<file path="config.mk">
export PLATFORM = sky130hd
export DESIGN_NAME = lvds_tx_arbiter
export DESIGN_NICKNAME = d
export VERILOG_FILES = /design/src/rtl/lvds_tx_arbiter.sv
export SDC_FILE = /design/constraint.sdc
export NUM_CORES = 1
export LEC_CHECK = 0
export BUFFER_PORTS_ARGS = -buffer_cell sky130_fd_sc_hd__buf_2
export CAP_MARGIN = 20
export CORE_MARGIN = 2
export CORE_UTILIZATION = 33
export CTS_BUF_LIST = sky130_fd_sc_hd__clkbuf_8
export DETAILED_ROUTE_END_ITERATION = 8
export PLACE_DENSITY = 0.82
export SYNTH_ARGS = -nofsm -noshare
export SYNTH_HDL_FRONTEND = slang
export SYNTH_SLANG_ARGS = --single-unit
</file>
<file path="constraint.sdc">
create_clock -name CLK -period 1.9 [get_ports CLK]
set_input_delay 0.095 -clock CLK [delete_from_list [all_inputs] [get_ports CLK]]
set_output_delay 0.095 -clock CLK [all_outputs]
set_load 0.05 [all_outputs]
</file>
<file path="src/rtl/lvds_tx_arbiter.sv">
// Two-requester, burst-based round-robin arbiter in front of the LVDS transmit
// enqueue port. A grant is held until the current burst ends, so a producer's
// words stay contiguous on the serial link. Grant-side outputs are decoded
// combinationally from the registered state, so data, enable and ready pass
// straight through to and from the transmitter.
//
// Handshake: a word moves on a cycle where EN and RDY are both 1. RDY_reqN_put
// may be 1 only while requester N holds the grant, and it follows RDY_tx_put.
// A producer may raise EN_reqN_put only in a cycle where it sees RDY_reqN_put
// high. reqN_valid means "I have a word pending" and may be raised before RDY.
// reqN_last qualifies the word carried by that same transfer.
module lvds_tx_arbiter #(
  parameter int DATA_W    = 32,
  parameter int MAX_BURST = 16
) (
  input  logic              CLK,
  input  logic              RST_N,
  input  logic              req0_valid,
  input  logic [DATA_W-1:0] req0_put,
  input  logic              req0_last,
  input  logic              EN_req0_put,
  output logic              RDY_req0_put,
  input  logic              req1_valid,
  input  logic [DATA_W-1:0] req1_put,
  input  logic              req1_last,
  input  logic              EN_req1_put,
  output logic              RDY_req1_put,
  output logic [DATA_W-1:0] tx_put,
  output logic              EN_tx_put,
  input  logic              RDY_tx_put,
  output logic [1:0]        grant,
  output logic              proto_err,
  output logic [1:0]        dbg_state,
  output logic              dbg_ptr,
  output logic [7:0]        dbg_burst_cnt
);

  typedef enum logic [1:0] {
    IDLE = 2'd0,
    GNT0 = 2'd1,
    GNT1 = 2'd2
  } state_e;

  // Count value at which the next transfer is the last one a grant allows.
  localparam logic [7:0] LAST_CNT = 8'(MAX_BURST - 1);

  state_e     state_q, state_d;
  logic       ptr_q, ptr_d;
  logic [7:0] burst_cnt_q, burst_cnt_d;
  logic       proto_err_q, proto_err_d;

  logic       xfer;
  logic       cur_valid;
  logic       cur_last;
  logic       end_of_burst;

  // Preferred requester p wins if valid, otherwise the other one, else nobody.
  function automatic state_e sel_grant(input logic p, input logic v0, input logic v1);
    logic vp;
    logic vo;
    vp = p ? v1 : v0;
    vo = p ? v0 : v1;
    if (vp)      sel_grant = p ? GNT1 : GNT0;
    else if (vo) sel_grant = p ? GNT0 : GNT1;
    else         sel_grant = IDLE;
  endfunction

  // Grant-side datapath: steer the granted requester to the transmitter.
  always_comb begin
    grant        = 2'b00;
    RDY_req0_put = 1'b0;
    RDY_req1_put = 1'b0;
    EN_tx_put    = 1'b0;
    tx_put       = '0;
    cur_valid    = 1'b0;
    cur_last     = 1'b0;
    case (state_q)
      GNT0: begin
        grant        = 2'b01;
        RDY_req0_put = RDY_tx_put;
        EN_tx_put    = EN_req0_put;
        tx_put       = req0_put;
        cur_valid    = req0_valid;
        cur_last     = req0_last;
      end
      GNT1: begin
        grant        = 2'b10;
        RDY_req1_put = RDY_tx_put;
        EN_tx_put    = EN_req1_put;
        tx_put       = req1_put;
        cur_valid    = req1_valid;
        cur_last     = req1_last;
      end
      default: begin
        grant = 2'b00;
      end
    endcase
    xfer = EN_tx_put & RDY_tx_put;
  end

  // Next-state logic: burst accounting, end-of-burst detection and handover.
  always_comb begin
    state_d      = state_q;
    ptr_d        = ptr_q;
    burst_cnt_d  = burst_cnt_q;
    end_of_burst = 1'b0;
    // Sticky protocol monitor: EN without RDY, or both producers enabling at once.
    proto_err_d  = proto_err_q
                 | (EN_req0_put & ~RDY_req0_put)
                 | (EN_req1_put & ~RDY_req1_put)
                 | (EN_req0_put & EN_req1_put);
    case (state_q)
      IDLE: begin
        burst_cnt_d = 8'd0;
        state_d     = sel_grant(ptr_q, req0_valid, req1_valid);
      end
      GNT0, GNT1: begin
        // A stalled transmitter never ends a burst unless the owner walks away.
        end_of_burst = (xfer & (cur_last | (burst_cnt_q == LAST_CNT)))
                     | (~xfer & ~cur_valid);
        if (end_of_burst) begin
          ptr_d       = (state_q == GNT0);
          burst_cnt_d = 8'd0;
          state_d     = sel_grant(state_q == GNT0, req0_valid, req1_valid);
        end else if (xfer) begin
          burst_cnt_d = burst_cnt_q + 8'd1;
        end
      end
      default: begin
        state_d     = IDLE;
        burst_cnt_d = 8'd0;
      end
    endcase
  end

  // State registers; reset aborts any burst in flight immediately.
  always_ff @(posedge CLK or negedge RST_N) begin
    if (!RST_N) begin
      state_q     <= IDLE;
      ptr_q       <= 1'b0;
      burst_cnt_q <= 8'd0;
      proto_err_q <= 1'b0;
    end else begin
      state_q     <= state_d;
      ptr_q       <= ptr_d;
      burst_cnt_q <= burst_cnt_d;
      proto_err_q <= proto_err_d;
    end
  end

  assign proto_err     = proto_err_q;
  assign dbg_state     = state_q;
  assign dbg_ptr       = ptr_q;
  assign dbg_burst_cnt = burst_cnt_q;

endmodule

</file>
==> run_results.csv, run 1 <==
group,metric,value,unit
sta,drv_slew,0,
sta,rsz0062_at_grt,"true",
power,fin_total_pwr,4.45,mW
synthesis,syn-num-nets,234,
finish,layout_common_cells,"buf_2, a22oi_1, nor2_4, buf_4, buf_6",
detailed_routing,vias_per_cell,5.22,
cts,insertion_delay,250,ps
synthesis,synth_edf_count,0,
die,die_x,64.2,um
sta,worst_pin_slew,437,ps
die,die_area,0.00412,mm^2
die,rows,21,
power,power.switching,2.60,mW
detailed_routing,route.detailed.drc,0,
power,static-leakage-power,1.21,nW
cts,htreeDepth,1,
detailed_routing,num_vias,1763,
power,seq_power_share,0.074,
place,placedCellCount,326,
critical_path,r2r_end,"dbg_ptr",
grt,grt_pass1_wl,7400,um
synthesis,ys_seq_area_frac,0.251,
detailed_routing,drtPass1Iterations,4,
critical_path,endpoint,"dbg_ptr",
critical_path,critPathLaunch,"dbg_state[1]",
finish,fin_area,0.00259,mm^2
critical_path,cp-end-kind,"register",
grt,antenna_found_initial,0,
finish,final_util,0.760,
sta,setup_ws,-25.8,ps
critical_path,arrival,2050,ps
power,p_int,1.86,mW
sta,fin_skew,4.69,ps
cts,ctsRootBufferMaster,"clkbuf_8",
detailed_routing,antenna_left,0,
critical_path,reg2reg_from,"dbg_state[1]",
sta,min_period,1930,ps
grt,grt_usage,0.226,
critical_path,crit_fanout,5,
detailed_routing,wire_per_inst,15.2,um
sta,fmax,0.519,GHz
sta,fin_crit_sh,1.01,
synthesis,synthCells,154,
synthesis,yosysUniqueCellTypes,35,
power,swShare,0.583,
sta,tns,-33.7,ps
run,maxCapViolations,0,
critical_path,path_class,"register to register",
synthesis,yosysWarnings,0,
grt,grt_max_degree,23,
critical_path,startpoint_type,"register",
run_status,run_status,"finished with violations",
power,vdd_ir_drop_max,1.38,mV
cts,tritoncts,"done",
power,p_comb_frac,0.873,
finish,drive_gt1_frac,0.692,
power,pwr-share-clk,0.053,
cts,clkSinkCount,12,
die,coreArea,0.00342,mm^2
run_status,violations,"negative setup slack",
synthesis,async_flop_share,1.00,
place,place_area,0.00222,mm^2
cts,cts-buffers-inserted,3,
critical_path,r2r_setup_slack,-30,ps
cts,clkTransAtPathRegs,50,ps
finish,num_antenna_cells,0,
die,start_util,0.350,
die,boundaryPins,122,
sta,final_hold_viol_count,0,
synthesis,synth_ff_type,"dfrtp_1",
critical_path,cp.required,2030,ps
finish,instances_no_fill,338,
sta,max_slew_margin,0.708,
detailed_routing,drt-initial-drc-count,56,
sta,holdWs,170,ps
finish,area_delta_synth_final,117,%
synthesis,synth_area,0.00119,mm^2
grt,first_global_vias,1624,
finish,nets,373,
detailed_routing,wirelength,5120,um
finish,final_common_cell,"buf_2",
place,hpwl,3650,um
worst_hold_path,min_path_type,"primary input to register",
synthesis,synth.avg_cell_area,7.76,um^2
place,io_buffers,121,
die,die_h,64.2,um
place,gp_congestion,0.822,
power,cellPowerDensity,1720,mW/mm^2
synthesis,synth-seq-cells,12,
grt,gr-total-overflow,0,
critical_path,r2r_cells,7,
place,pre_cts_slack,-70.6,ps
sta,final-setup-viol-count,3,
cts,cts_max_path_buffers,2,
power by group through the flow:
stage          Sequential (mW)  Combinational [mW]  Clock (mW)
2_1_floorplan            0.437                2.42           0
3_3_place_gp             0.333                3.25           0
3_5_place_dp             0.336                3.28           0
4_1_cts                  0.322                3.63       0.246
5_1_grt                  0.331                4.10       0.262
6_report                 0.329                3.89       0.237
critical path, stage by stage (launching register included):
cell and delay (ps):
dfrtp_2 410, buf_6 120, ha_4 170, a22o_4 270, a211oi_4 320, buf_4 170
a211oi_2 30, mux2_1 300
cell type report:
class                           instances  area [um^2]
Timing Repair Buffer                  147         1040
Tap cell                               46         57.6
Fill cell                             250          821
Inverter                                6         25.0
Clock inverter                          1         3.75
Sequential cell                        12          303
Clock buffer                            3         41.3
Multi-Input combinational cell        123         1130
synth_stat cells (2+ instances only):
cell	instances	area share
and4_1	2	0.015
and2_1	3	0.016
o21ai_1	4	0.017
nor2_1	33	0.10
ha_1	7	0.073
mux2i_1	2	0.017
or3_1	5	0.026
a211oi_2	2	0.021
a22oi_1	35	0.22
a22o_1	2	0.015
dfrtp_1	12	0.25
nand3b_1	2	0.013
buf_2	2	0.0084
nand2_1	3	0.0094
nand3_1	2	0.0084
a21oi_1	7	0.029
inv_1	5	0.016
clkbuf_1	6	0.019
buf_1	4	0.013
what timing repair did:
item,in CTS,in global routing
gates cloned,0,0
hold buffers,1,0
endpoints found under the hold margin,12,0
resized for setup,38,38
setup buffers,3,4
setup endpoints to repair,38,37
pin swaps,0,6
metal layers:
metal  share of wire  global-route usage  up-vias
li1                -                   -      853
met1            0.38               0.260      823
met2            0.53               0.415       74
met3           0.065              0.0493       13
met4           0.024              0.0665        0
met5               0                   0        -
cell families (layout without fill, tap and decap cells):
family	count (synthesis)	after routing	synth area share
AO/OA/AOI/OAI	56	56	0.347
multiplexers	4	4	0.0356
AND/OR/NAND/NOR	56	56	0.228
flip-flops	12	12	0.251
buffers and inverters	19	157	0.0649
adder cells (fa/ha/maj)	7	7	0.0733
worst min path at each step:
| stage | start | endpoint | slack, ps | cells past startpoint |
|---|---|---|---|---|
| 2_1_floorplan | RST_N | dbg_burst_cnt[0] | -200 | 0 |
| 3_3_place_gp | RST_N | dbg_burst_cnt[1] | -20 | 1 |
| 3_5_place_dp | RST_N | dbg_burst_cnt[1] | -20 | 1 |
| 4_1_cts | req0_valid | dbg_state[0] | 160 | 3 |
| 5_1_grt | req0_valid | dbg_state[0] | 180 | 3 |
| 6_report | req1_valid | dbg_state[1] | 170 | 3 |
sequential cells by signal, indices dropped and copies added (netlist names):
name,flops
dbg_state,2
dbg_ptr,1
dbg_burst_cnt,8
proto_err,1
No activity file was read; power rests on OpenSTA's default activity.
==> run 2: changes to the inputs <==
--- a/config.mk
+++ b/config.mk
@@ -5,7 +5,7 @@
 export SDC_FILE = /design/constraint.sdc
 export NUM_CORES = 1
 export LEC_CHECK = 0
-export BUFFER_PORTS_ARGS = -buffer_cell sky130_fd_sc_hd__buf_2
+export BUFFER_PORTS_ARGS = -buffer_cell sky130_fd_sc_hd__clkbuf_2
 export CAP_MARGIN = 20
 export CORE_MARGIN = 2
 export CORE_UTILIZATION = 33
==> run 2 against run 1 <==
The flow now finishes without violations. Cell area fell by 2.6%. Count of clock-buffer cells in the layout unchanged. First-iteration DRC count increased by 5.4%. Critical path type unchanged. Largest power group unchanged. Highest routed layer unchanged.
==> run_results.csv, run 2 (synthesized netlist as in run 1, its figures left out) <==
group,metric,value,unit
die,die_h,64.2,um
grt,grt_max_degree,23,
worst_hold_path,min_path_type,"primary input to register",
grt,antenna_found_initial,0,
power,p_comb_frac,0.871,
detailed_routing,antenna_left,0,
detailed_routing,vias_per_cell,5.20,
power,power.switching,2.55,mW
finish,largest_reg_flops,8,
worst_hold_path,hp-start,"EN_req1_put",
power,p_int,1.86,mW
die,coreArea,0.00342,mm^2
critical_path,reg2reg_from,"dbg_state[1]",
power,pwr-share-clk,0.055,
place,hpwl,3770,um
grt,grt_usage,0.241,
critical_path,startpoint_type,"register",
sta,fin_crit_sh,0.970,
place,place_area,0.00224,mm^2
run,maxCapViolations,0,
die,boundaryPins,122,
finish,final_common_cell,"clkbuf_2",
place,gp_congestion,0.866,
critical_path,cp.required,2020,ps
finish,layout_common_cells,"clkbuf_2, a22oi_1, nor2_4, clkbuf_4, buf_4",
critical_path,r2r_setup_slack,60,ps
finish,num_antenna_cells,0,
detailed_routing,route.detailed.drc,0,
critical_path,r2r_cells,7,
cts,tritoncts,"done",
power,vdd_ir_drop_max,1.03,mV
run_status,run_status,"finished, final reports clean",
finish,drive_gt1_frac,0.674,
sta,drv_slew,0,
cts,clkSinkCount,12,
sta,tns,0,ps
cts,cts-buffers-inserted,3,
sta,setup_ws,56.7,ps
grt,first_global_vias,1749,
sta,holdWs,151,ps
finish,fin_area,0.00253,mm^2
detailed_routing,drtPass1Iterations,4,
finish,area_delta_synth_final,112,%
detailed_routing,drt-initial-drc-count,59,
finish,nets,372,
cts,insertion_delay,240,ps
die,die_area,0.00412,mm^2
detailed_routing,num_vias,1751,
place,placedCellCount,329,
sta,worst_pin_slew,314,ps
power,swShare,0.578,
cts,ctsRootBufferMaster,"clkbuf_8",
sta,fin_skew,2.57,ps
finish,instances_no_fill,337,
place,io_buffers,121,
power,seq_power_share,0.074,
critical_path,crit_fanout,5,
cts,clkTransAtPathRegs,50,ps
worst_hold_path,whs_path_depth,3,
detailed_routing,wirelength,4970,um
sta,final-setup-viol-count,0,
critical_path,path_class,"register to register",
power,cellPowerDensity,1740,mW/mm^2
die,start_util,0.350,
sta,max_slew_margin,0.790,
grt,grt_pass1_wl,7890,um
die,rows,21,
detailed_routing,wire_per_inst,14.7,um
sta,min_period,1840,ps
place,pre_cts_slack,-105,ps
critical_path,r2r_end,"dbg_ptr",
critical_path,cp-end-kind,"register",
cts,htreeDepth,1,
grt,gr-total-overflow,0,
worst_hold_path,min_to,"proto_err",
sta,fmax,0.543,GHz
sta,final_hold_viol_count,0,
cts,cts_max_path_buffers,2,
sta,rsz0062_at_grt,"true",
die,die_x,64.2,um
critical_path,arrival,1970,ps
power,static-leakage-power,1.20,nW
[run 2: changes by cell type in the layout (fill, tap and decap cells not counted), moves of 2 or more]
cell	change
clkbuf_2	+94
buf_2	-85
buf_6	-18
clkbuf_4	+16
buf_4	-14
clkbuf_8	+6
a21oi_1	+5
a21oi_2	-5
buf_12	+2
buf_8	-2
nor2_1	+2
[run 2: layer usage]
| layer | vias to the layer above | global-route usage | share of wire |
|---|---|---|---|
| met5 | - | 0 | 0 |
| met4 | 0 | 0.0745 | 0.023 |
| met3 | 10 | 0.0493 | 0.058 |
| met2 | 71 | 0.453 | 0.52 |
| met1 | 819 | 0.269 | 0.40 |
| li1 | 851 | - | - |
[run 2: what timing repair did]
item | in CTS | in global routing
buffers inserted | 1 | 2
endpoints found under the hold margin | 12 | 0
cloned | 1 | 0
pin swaps | 1 | 7
endpoints found under the setup margin | 38 | 34
gates resized for setup | 40 | 14
hold buffers | 1 | 0
[run 2: through the flow]
stage / power, mW / utilization
6_report: 4.40 / 0.740
3_3_place_gp: 3.59 / 0.656
4_1_cts: 4.32 / 0.724
3_5_place_dp: 3.63 / 0.656
2_1_floorplan: 2.86 / -
5_1_grt: 4.64 / 0.740
[run 2: how the worst max path moves through the flow]
| stage | depth (start not counted) | slack, ps | from | endpoint |
|---|---|---|---|---|
| 2_1_floorplan | 8 | -210 | dbg_state[0] | dbg_ptr |
| 3_3_place_gp | 7 | 5 | dbg_state[1] | dbg_burst_cnt[6] |
| 3_5_place_dp | 7 | -110 | dbg_state[1] | dbg_burst_cnt[6] |
| 4_1_cts | 7 | 8 | dbg_state[0] | tx_put[9] |
| 5_1_grt | 7 | -2 | dbg_state[1] | dbg_ptr |
| 6_report | 7 | 60 | dbg_state[1] | dbg_ptr |
[run 2: area by class of cell]
class                   count  area, um^2
multi-input cells         123        1100
repair buffers            146         993
fillers                   256         887
flip-flops and latches     12         303
well taps                  46        57.6
clock buffers               3        41.3
inverters                   6        25.0
clock inverters             1        3.75
[run 2: critical path, stage by stage (launching register included)]
cell      delay [ps]
dfrtp_2          410
buf_6            120
ha_4             180
a22o_4           250
a211oi_2         210
buf_4            190
a211oi_2          50
mux2_1           310
[run 2: power by group through the flow]
stage | clock (mW) | sequential [mW] | combinational, mW
after floorplan | 0 | 0.437 | 2.42
final | 0.240 | 0.328 | 3.83
after detailed placement | 0 | 0.326 | 3.31
after CTS | 0.247 | 0.327 | 3.74
after global placement | 0 | 0.325 | 3.27
after global routing | 0.260 | 0.331 | 4.05
==> run 3: changes to the inputs <==
--- a/config.mk
+++ b/config.mk
@@ -8,10 +8,11 @@
 export BUFFER_PORTS_ARGS = -buffer_cell sky130_fd_sc_hd__clkbuf_2
 export CAP_MARGIN = 20
 export CORE_MARGIN = 2
-export CORE_UTILIZATION = 33
+export CORE_UTILIZATION = 39
 export CTS_BUF_LIST = sky130_fd_sc_hd__clkbuf_8
 export DETAILED_ROUTE_END_ITERATION = 8
-export PLACE_DENSITY = 0.82
+export PLACE_DENSITY = 0.9
+export SLEW_MARGIN = 20
 export SYNTH_ARGS = -nofsm -noshare
 export SYNTH_HDL_FRONTEND = slang
 export SYNTH_SLANG_ARGS = --single-unit
==> constraint.sdc (replaced) <==
create_clock -name CLK -period 2.32 [get_ports CLK]
set_input_delay 0.116 -clock CLK [delete_from_list [all_inputs] [get_ports CLK]]
set_output_delay 0.116 -clock CLK [all_outputs]
set_load 0.05 [all_outputs]
==> run 3 against run 2 <==
Count of clock-buffer cells in the layout is the same. Sequential share of layout area up 3.9 points. Power down 43%. Highest routed layer unchanged.
==> run_results.csv, run 3 (synthesized netlist as in run 1, its figures left out) <==
group,metric,value,unit
cts,clkSinkCount,12,
detailed_routing,wire_per_inst,13.0,um
grt,grt_util_met3,0.0480,
cts,tritoncts,"done",
worst_hold_path,whs_path_depth,3,
grt,met1_usage,0.278,
die,rows,20,
finish,final_util,0.639,
detailed_routing,wirelength,3970,um
worst_hold_path,min_path_type,"primary input to register",
detailed_routing,route.detailed.drc,0,
finish,num_antenna_cells,0,
detailed_routing,antenna_left,0,
critical_path,reg2reg_from,"dbg_state[1]",
sta,max_slew_margin,0.690,
finish,drive_gt1_frac,0.502,
critical_path,r2r_setup_slack,310,ps
sta,fin_skew,5.10,ps
die,start_util,0.401,
die,die_area,0.00352,mm^2
run_status,run_status,"finished, final reports clean",
critical_path,r2r_end,"dbg_burst_cnt[3]",
grt,antenna_found_initial,0,
worst_hold_path,min_to,"dbg_state[1]",
sta,final-setup-viol-count,0,
die,boundaryPins,122,
finish,layout_common_cells,"clkbuf_2, a22oi_1, nor2_1, dfrtp_1",
place,hpwl,3250,um
grt,first_global_vias,1310,
sta,worst_pin_slew,464,ps
finish,seq_area,302,um^2
critical_path,arrival,1950,ps
worst_hold_path,hp-start,"req1_valid",
finish,nFillCells,276,
critical_path,crit_fanout,29,
sta,final_hold_viol_count,0,
sta,tns,0,ps
grt,grt_use_met2,0.342,
sta,min_period,2060,ps
cts,htreeDepth,1,
place,pre_cts_slack,317,ps
die,die_x,59.4,um
die,coreArea,0.00298,mm^2
detailed_routing,vias_per_cell,5.32,
grt,grt_busiest_layer,"met2",
cts,cts-buffers-inserted,3,
power,static-leakage-power,1.04,nW
critical_path,startpoint_type,"register",
cts,clkTransAtPathRegs,50,ps
finish,instances_no_fill,306,
power,fin_total_pwr,2.50,mW
detailed_routing,num_vias,1628,
finish,largest_reg_flops,8,
sta,setup_ws,255,ps
finish,area_delta_synth_final,59.3,%
finish,final_common_cell,"clkbuf_2",
grt,gr-total-overflow,0,
critical_path,cp.required,2200,ps
detailed_routing,drt-initial-drc-count,105,
place,gp_congestion,0.877,
cts,insertion_delay,240,ps
grt,grt_max_degree,34,
critical_path,cp-end-kind,"primary output",
cts,cts_max_path_buffers,2,
cts,ctsRootBufferMaster,"clkbuf_8",
sta,drv_slew,0,
run,maxCapViolations,0,
sta,fin_crit_sh,0.890,
cts,post-cts-setup-buffers,0,
die,die_h,59.4,um
grt,grt_usage,0.208,
place,placedCellCount,301,
power,vdd_ir_drop_max,0.761,mV
finish,multi_input_area,817,um^2
detailed_routing,drtPass1Iterations,4,
grt,grt_pass1_wl,5690,um
place,io_buffers,121,
sta,fmax,0.484,GHz
sta,rsz0062_at_grt,"false",
finish,nets,354,
power,cellPowerDensity,1310,mW/mm^2
critical_path,r2r_cells,7,
critical_path,path_class,"register to primary output",
-- run 3: cell types whose count changed in the layout (fill, tap and decap cells not counted), sizes merged --
cell	delta
clkbuf	+4
buf	-21
bufbuf	-1
-- run 3: worst max-delay path by stage --
stage | from | endpoint | slack (ps) | depth (start not counted)
finish | dbg_state[1] | tx_put[24] | 260 | 6
global route | dbg_state[0] | tx_put[17] | 110 | 6
CTS | dbg_state[0] | tx_put[9] | 260 | 6
detailed placement | dbg_state[1] | dbg_burst_cnt[3] | 320 | 7
global placement | dbg_state[1] | dbg_burst_cnt[3] | 400 | 7
floorplan | dbg_state[1] | tx_put[0] | 20 | 6
-- run 3: timing repair --
item                      in CTS  in global routing
hold endpoints to repair      12                  0
hold buffers                   1                  0
gates resized for setup        0                  0
-- run 3: where the power goes --
group | total, mW | switching, mW | leakage (nW) | internal [mW]
registers | 0.271 | 0.0338 | 0.158 | 0.237
clock network | 0.190 | 0.0741 | 0.0269 | 0.116
logic | 2.04 | 1.50 | 0.857 | 0.538
-- run 3: layout make-up --
type / count / share of cell area
multi-input combinational: 123 / 0.429
timing repair buffer: 128 / 0.355
sequential: 12 / 0.158
clock buffer: 3 / 0.0217
tap: 33 / 0.0217
inverter: 6 / 0.0118
clock inverter: 1 / 0.00197
-- run 3: metal layers --
| layer | routed length [um] | up-vias |
|---|---|---|
| li1 | - | 808 |
| met1 | 1690 | 749 |
| met2 | 1980 | 67 |
| met3 | 280 | 4 |
| met4 | 27 | 0 |
| met5 | 0 | - |
-- run 3: worst max-delay path, stage by stage (launching register included) --
cell and delay, ps:
dfrtp_1 410, inv_1 110, ha_1 350, inv_2 160, buf_4 310, nor2_1 90
clkbuf_2 250
-- run 3: through the flow --
step | hold WS [ps] | cell area (um^2)
floorplan | -180 | 1200
global route | 166 | 1900
CTS | 168 | 1900
finish | 172 | 1900
global placement | 15.0 | 1850
detailed placement | 18.2 | 1850
